## config.mk

```make
export PLATFORM = sky130hd
export DESIGN_NAME = seven_segment_scanner
export DESIGN_NICKNAME = d
export VERILOG_FILES = /design/src/rtl/seven_segment_scanner.sv
export SDC_FILE = /design/constraint.sdc
export NUM_CORES = 1
export LEC_CHECK = 0
export BUFFER_PORTS_ARGS = -buffer_cell sky130_fd_sc_hd__clkbuf_2
export CORE_MARGIN = 2
export CORE_UTILIZATION = 40
export DETAILED_ROUTE_END_ITERATION = 7
export HOLD_SLACK_MARGIN = 0.03
export MAX_ROUTING_LAYER = met4
export SLEW_MARGIN = 15
export SYNTH_ARGS = -nofsm -noshare
export SYNTH_HDL_FRONTEND = slang
export SYNTH_SLANG_ARGS = --single-unit
```

## constraint.sdc

```tcl
create_clock -name clk -period 4.5 [get_ports clk]
set_input_delay 1.125 -clock clk [delete_from_list [all_inputs] [get_ports clk]]
set_output_delay 1.125 -clock clk [all_outputs]
set_load 0.1 [all_outputs]
```

## src/rtl/seven_segment_scanner.sv

```systemverilog
// rtl/seven_segment_scanner.sv - multiplexed common-anode seven-segment scanner
// Each digit slot is TICK_CYCLES long; brightness sets the lit portion of the slot.
module seven_segment_scanner #(
  parameter int NUM_DIGITS   = 4,
  parameter int TICK_CYCLES  = 200_000,
  parameter int BRIGHT_W     = 3,
  parameter int BLINK_FRAMES = 64
) (
  input  logic                  clk,
  input  logic                  reset_n,
  input  logic [3:0]            dig [NUM_DIGITS],
  input  logic [NUM_DIGITS-1:0] dp_en,
  input  logic [NUM_DIGITS-1:0] blank,
  input  logic [NUM_DIGITS-1:0] blink_en,
  input  logic [BRIGHT_W-1:0]   brightness,
  output logic [6:0]            seg,
  output logic                  dp,
  output logic [NUM_DIGITS-1:0] an
);

  localparam int CNT_W   = (TICK_CYCLES  > 1) ? $clog2(TICK_CYCLES)  : 1;
  localparam int IDX_W   = (NUM_DIGITS   > 1) ? $clog2(NUM_DIGITS)   : 1;
  localparam int FRAME_W = (BLINK_FRAMES > 1) ? $clog2(BLINK_FRAMES) : 1;
  localparam int SLICE   = TICK_CYCLES / (2 ** BRIGHT_W);

  logic [CNT_W-1:0]      cnt_q, cnt_d;
  logic                  tick_q, tick_d;
  logic                  off_tick_q, off_tick_d;
  logic [IDX_W-1:0]      idx_q, idx_d;
  logic [BRIGHT_W-1:0]   bright_q, bright_d;
  logic [FRAME_W-1:0]    frame_q, frame_d;
  logic                  phase_q, phase_d;
  logic                  started_q, started_d;
  logic [NUM_DIGITS-1:0] an_q, an_d;
  logic [6:0]            seg_q, seg_d;
  logic                  dp_q, dp_d;
  logic [CNT_W-1:0]      on_last;
  logic                  dark;

  function automatic logic [6:0] hex_to_seg(input logic [3:0] v);
    case (v)
      4'h0: hex_to_seg = 7'h40;
      4'h1: hex_to_seg = 7'h79;
      4'h2: hex_to_seg = 7'h24;
      4'h3: hex_to_seg = 7'h30;
      4'h4: hex_to_seg = 7'h19;
      4'h5: hex_to_seg = 7'h12;
      4'h6: hex_to_seg = 7'h02;
      4'h7: hex_to_seg = 7'h78;
      4'h8: hex_to_seg = 7'h00;
      4'h9: hex_to_seg = 7'h10;
      4'hA: hex_to_seg = 7'h08;
      4'hB: hex_to_seg = 7'h03;
      4'hC: hex_to_seg = 7'h46;
      4'hD: hex_to_seg = 7'h21;
      4'hE: hex_to_seg = 7'h06;
      4'hF: hex_to_seg = 7'h0E;
    endcase
  endfunction

  // Last lit count of the slot; the anode is released the cycle after off_tick.
  assign on_last = CNT_W'((32'(bright_q) + 32'd1) * 32'(SLICE) - 32'd1);

  always_comb begin
    cnt_d      = (cnt_q == CNT_W'(TICK_CYCLES - 1)) ? '0 : cnt_q + 1'b1;
    tick_d     = (cnt_q == CNT_W'(TICK_CYCLES - 1));
    off_tick_d = (cnt_q == on_last) && (bright_q != '1);
    idx_d      = idx_q;
    bright_d   = bright_q;
    frame_d    = frame_q;
    phase_d    = phase_q;
    started_d  = started_q;
    an_d       = an_q;
    seg_d      = seg_q;
    dp_d       = dp_q;
    dark       = 1'b0;
    if (tick_q) begin
      idx_d     = (idx_q == IDX_W'(NUM_DIGITS - 1)) ? '0 : idx_q + 1'b1;
      bright_d  = brightness;
      started_d = 1'b1;
      // The wrap on the very first tick is the reset index, not a finished scan.
      if (started_q && idx_q == IDX_W'(NUM_DIGITS - 1)) begin
        if (frame_q == FRAME_W'(BLINK_FRAMES - 1)) begin
          frame_d = '0;
          phase_d = ~phase_q;
        end else begin
          frame_d = frame_q + 1'b1;
        end
      end
      dark = blank[idx_d] || (blink_en[idx_d] && phase_d);
      if (dark) begin
        an_d  = '1;
        seg_d = 7'h7F;
        dp_d  = 1'b1;
      end else begin
        an_d  = ~(NUM_DIGITS'(1) << idx_d);
        seg_d = hex_to_seg(dig[idx_d]);
        dp_d  = ~dp_en[idx_d];
      end
    end else if (off_tick_q) begin
      an_d = '1;
    end
  end

  always_ff @(posedge clk) begin
    if (!reset_n) begin
      cnt_q      <= '0;
      tick_q     <= 1'b0;
      off_tick_q <= 1'b0;
      idx_q      <= IDX_W'(NUM_DIGITS - 1);
      bright_q   <= '0;
      frame_q    <= '0;
      phase_q    <= 1'b0;
      started_q  <= 1'b0;
      an_q       <= '1;
      seg_q      <= 7'h7F;
      dp_q       <= 1'b1;
    end else begin
      cnt_q      <= cnt_d;
      tick_q     <= tick_d;
      off_tick_q <= off_tick_d;
      idx_q      <= idx_d;
      bright_q   <= bright_d;
      frame_q    <= frame_d;
      phase_q    <= phase_d;
      started_q  <= started_d;
      an_q       <= an_d;
      seg_q      <= seg_d;
      dp_q       <= dp_d;
    end
  end

  assign an  = an_q;
  assign seg = seg_q;
  assign dp  = dp_q;

endmodule

```

**Word level (Yosys, flattened, before mapping)**

Memories as Yosys holds them, arrays and structs flattened.
Index checks and enable logic that the tools add are counted.

- Flip-flop bits (word level): 45
- Memory bits (read-only): 112
- Input bits: 33
- Output and inout port bits: 12
- Word-level logic and storage cells: 57
- Memories: 1

Memories:

| name | depth | bits a word | rd ports | clocked after Yosys merged registers in | wr ports | RTL line | text |
|---|---|---|---|---|---|---|---|
| (no name shown) | 16 | 7 | 1 | 0 | 0 | 41 | `case (v)` |

- Add/subtract/negate cells: 5
- Multipliers: 1
- $lt $le $gt $ge: 2
- Equal/unequal tests: 5
- Shift-type cells: 1
- Mux-type cells: 19
- Bitwise operators: 5
- Reductions and logical operators: 7

Operators by type and width:

| kind | number |
|---|---|
| $mux W4 | 5 |
| $add A18 B1 Y18 const B | 1 |
| $eq A18 B18 Y1 | 1 |
| $eq A18 B18 Y1 const B | 1 |
| $sub A18 B1 Y18 const B | 1 |
| $mul A4 B12 Y15 const B | 1 |
| $bmux W4 S2 | 1 |
| $mux W1 | 7 |
| $mux W7 | 1 |
| $add A6 B1 Y6 const B | 1 |
| $bmux W1 S2 | 3 |
| $eq A6 B6 Y1 const B | 1 |
| $mux W6 | 1 |
| $add A3 B1 Y4 const B | 1 |
| $not A4 Y4 | 1 |
| $shl A1 B2 Y4 const A | 1 |
| $ge A3 B3 Y1 const B | 1 |
| $logic_and A1 B1 Y1 | 3 |
| $lt A2 B3 Y1 const B | 1 |
| $ne A3 B3 Y1 const B | 1 |
| $not A1 Y1 | 3 |
| $not A2 Y3 | 1 |
| $add A2 B1 Y2 const B | 1 |
| $eq A2 B2 Y1 const B | 1 |
| 5 further kinds | 5 |

**Longest topological paths before layout**

- Depth in word-level cells: 8
- Mapped depth: 15
- Gate-level depth less buffers: 14

**Least setup slack after synthesis**

OpenSTA, ideal clock, no wires.

- Path kind: register to register
- From: reg bright_q[0]
- To: reg off_tick_q
- Library setup time: 0.103 ns
- Arrival time: 3.759 ns
- Data required time: 4.397 ns
- Setup slack: 0.638 ns
- Cell stages (with the launch flop): 16
- Clock period less this slack: 3.862 ns
- Cell sequence: dfxtp_1 -> clkbuf_1 -> inv_1 -> ha_1 -> ha_1 -> xor2_1 -> ha_1 -> a21o_1 -> ha_1 -> a31oi_1 -> xor2_1 -> o211ai_1 -> o32ai_4 -> mux2i_1 -> a31o_1 -> a2111oi_2

- Cells in the longest elaborated chain, start to end: 5
- Elaborated cells between the ends (all ways): 6
- Those cells by class: 2 x add/sub; 1 x mul; 2 x eq/ne; 1 x reduce/logical

RTL lines:

| element | RTL line | text |
|---|---|---|
| from (decl) | 30 | `logic [BRIGHT_W-1:0] bright_q, bright_d;` |
| from (signal assigned) | 123 | `bright_q <= bright_d;` |
| $add A3 B1 Y4 | 62 | `assign on_last = CNT_W'((32'(bright_q) + 32'd1) * 32'(SLICE) - 32'd1);` |
| $mul A4 B12 Y15 | 62 |  |
| $sub A18 B1 Y18 | 62 |  |
| $eq A18 B18 Y1 | 67 | `off_tick_d = (cnt_q == on_last) && (bright_q != '1);` |
| $logic_and A1 B1 Y1 * | 67 |  |
| to (signal assigned) | 121 | `off_tick_q <= off_tick_d;` |
| to (decl) | 28 | `logic off_tick_q, off_tick_d;` |

Mark *: on every way between the ends. The rest lies on a longest branch, timed or not.
A chain may end at the register's enable or synchronous reset.

**Worst setup path after layout**

Same ends and word-level chain as after synthesis.

==> results.toml <==
[route]
first_iter_violations = 90
wl_um = 6800
via_count = 2721
drt.antenna.violating_nets = 0
drtPass1Iterations = 4
post-route-drc-count = 0
avgViaCountPerCell = 5.20
drt-wirelength-per-cell_um = 13.0

[logic_synthesis]
synth_largest_type_area_fraction = 0.274
synth_compound_area_frac = 0.153
synth_largest_area_cell = "dfxtp_1"
synth_adder_area_share = 0.129
yosys-top-cells-area = "dfxtp_1 (27%), ha_1 (13%), xor2_1 (6.1%)"
synth.yosys.seq_area_share = 0.274
synth-seq-cells = 45
multiplexer_area_fraction_after_synthesis = 0.0624
synth_async_sr_flop_share = 0
synth_fp_nets = 451
synth_enable_flop_cells = 0
synth.cell_area_um2 = 3290
synth_cell_types = 56
yosysWarnings = 0
synth_ff_type = "dfxtp_1"
avgSynthCellArea_um2 = 8.56
synth_xor_area_frac = 0.127
synthSimpleGateAreaFrac = 0.214
synth_cells = 384
synth_top_family_by_area = "simple AND/OR/NAND/NOR gates"

[timing]
fmaxAchievable_mhz = 247
post-route-period-util = 0.900
fin_setup_tns_ps = 0
timing.final.crit_period_ps = 4050
finalMaxSlewViolations = 0
finalSetupViolCount = 0
unrepaired_setup_endpoints_after_global_routing = "false"
tightestPinTransition_ps = 677
clock_skew_ps = 13.0
max-slew-margin-rel = 0.549
hold_viol = 0

[critical_path]
critical_path_peak_fanout = 9
cp-end-kind = "register"
setup.worst_path.class = "reg -> reg"
worst_setup_path_start_kind = "register"
cp.arrival_ps = 4260
cp.required_ps = 4710
worst-r2r-cell-count = 14
ff2ff_setup_slack_ps = 450
crit-reg2reg-launch = "bright_q[0]"
terminus_of_the_critical_flop_to_flop_path = "off_tick_q"

[clocking]
htree_levels = 2
cts_inserted_buffers = 5
cts_tree = "done"
cts_buffer_depth = 2
clk_pin_slew_worst_paths_ps = 90
clock_sinks = 45
clockRootBuffer = "clkbuf_8"
cts_hold_buffers = 0
number_of_post_cts_setup_repair_buffers = 0
worstSkewPairLatency_ps = 300
postCtsResizedCells = 0

[layout]
most_common_cell_after_layout_fill_and_taps_aside = "nor2_1"
post_layout_nonfiller_instances = 523
drive_gt1_frac = 0.182
signed_area_change_from_the_synthesized_netlist_to_the_final_layout_pct = 11.8
layout_common_cells = "nor2_1 (48), dfxtp_1 (45), clkbuf_2 (44)"
antenna_cells = 0
finish.net_count = 484

[place]
globalplace.congestion = 0.804
post-dp-hpwl_um = 5330
dp.cells = 515
place.port_buffers = 44

[die]
die_y_extent_um = 94.7
initial_utilization = 0.406
io-pin-count = 45
fp.dieArea_um2 = 8960
die_w_um = 94.7
placement_rows = 33
area_of_the_core_um2 = 8090

[min_path]
hold_path_depth = 1
worstHoldPathType = "reg -> reg"
timing.hold.worst_endpoint = "cnt_q[0]"
worst_min_delay_path_startpoint = "cnt_q[0]"

[global_route]
grt_max_degree = 19
gr-usage-all-layers = 0.161
groute.layer.met2.usage = 0.260
gr-usage-met3 = 0.0239
grt_overflow_total = 0
most_crowded_layer_gr = "met2"
global_route.usage.met1 = 0.205
grt_first_pass_wirelength_um = 11100
grt_pass1_vias = 2429
grt_antenna_before_repair = 0

[power_and_ir_drop]
irDropWorstVdd_mv = 0.145
power.density_nw_per_um2 = 197
leakage_component_of_the_power_nw = 1.54

[run_status]
run_status = "completed"

[run]
number_of_max_capacitance_violations_reported = 0
## state kept, by name, summed over array words and instances (netlist names)
register,cells
frame_q,6
started_q,1
seg,7
phase_q,1
idx_q,2
an,4
cnt_q,18
bright_q,3
off_tick_q,1
tick_q,1
dp,1
## layout make-up
class                   instances  area (um^2)
clock buffers                   6         82.6
inverters                      14         52.6
fillers                       867         4420
repair buffers                 46          235
well taps                     105          131
flip-flops and latches         45          901
multi-input cells             305         2250
clock inverters                 2         16.3
## cells in the mapped netlist, types with 2 or more instances
cell,instances
a211o_1,2
a211oi_1,3
a21boi_0,2
a21oi_1,24
a22oi_1,2
a311oi_1,3
a31oi_1,4
and2_1,5
and3_1,3
and4_1,2
buf_1,3
buf_2,3
clkbuf_1,14
dfxtp_1,45
ha_1,34
inv_1,14
mux2_2,2
mux2i_1,7
mux4_2,5
nand2_1,26
nand2b_1,4
nand3_1,10
nand3b_1,3
nand4_1,7
nor2_1,48
nor2b_1,7
nor3_1,10
nor4_1,2
o2111ai_1,2
o211ai_1,4
o21a_1,2
o21ai_0,8
or2_2,5
or3_1,4
xnor2_1,22
xor2_1,23
## layer usage
metal	wire [um]	vias up
met3	179	12
li1	-	1417
met1	3210	1264
met2	3280	28
met4	129	0
met5	0	-
## how the worst max path moves through the flow
stage | depth (start not counted) | startpoint | to | slack [ps]
after global routing | 14 | bright_q[0] | off_tick_q | 110
after floorplan | 15 | bright_q[0] | off_tick_q | 640
after CTS | 14 | bright_q[0] | off_tick_q | 410
final | 14 | bright_q[0] | off_tick_q | 450
after global placement | 12 | bright_q[1] | off_tick_q | 530
after detailed placement | 14 | bright_q[0] | off_tick_q | 440
## worst max-delay path, stage by stage (launching register included)
cell       delay [ps]
dfxtp_1           450
inv_1             170
ha_1              480
ha_1              300
xor2_1            160
ha_1              190
a21o_1            150
ha_1              340
a31oi_1           190
xor2_1            270
o211ai_1          240
o32ai_4           320
mux2i_1           120
a31o_1            230
a2111oi_2         330
## cell families (layout without fill, tap and decap cells)
logic type                 count (synthesis)  after routing
and+or+nand+nor                          142            142
AOI/OAI and AO/OA                         69             69
adders and majority gates                 34             34
xor gates and xnor gates                  46             46
DFF                                       45             45
muxes                                     14             14
buffers and inverters                     34             68
## stage by stage
step / utilization / setup WS [ps] / hold WS (ps) / instance area, um^2 / power [W]
5_1_grt: 0.454 / 110 / 466 / 3670 / 0.000756
2_1_floorplan: - / 638 / 418 / 3290 / 0.000441
3_5_place_dp: 0.442 / 442 / 442 / 3570 / 0.000460
3_3_place_gp: 0.442 / 530 / 428 / 3570 / 0.000459
6_report: 0.454 / 450 / 452 / 3670 / 0.000724
4_1_cts: 0.454 / 410 / 456 / 3670 / 0.000735
## power by group
group	switching, W	internal (W)	total (W)
sequential	0.00000170	0.000400	0.000402
clock	0.000147	0.000127	0.000274
combinational	0.0000236	0.0000248	0.0000485
total	0.000173	0.000552	0.000724
Note: power is estimated with default switching activity, not from simulation.
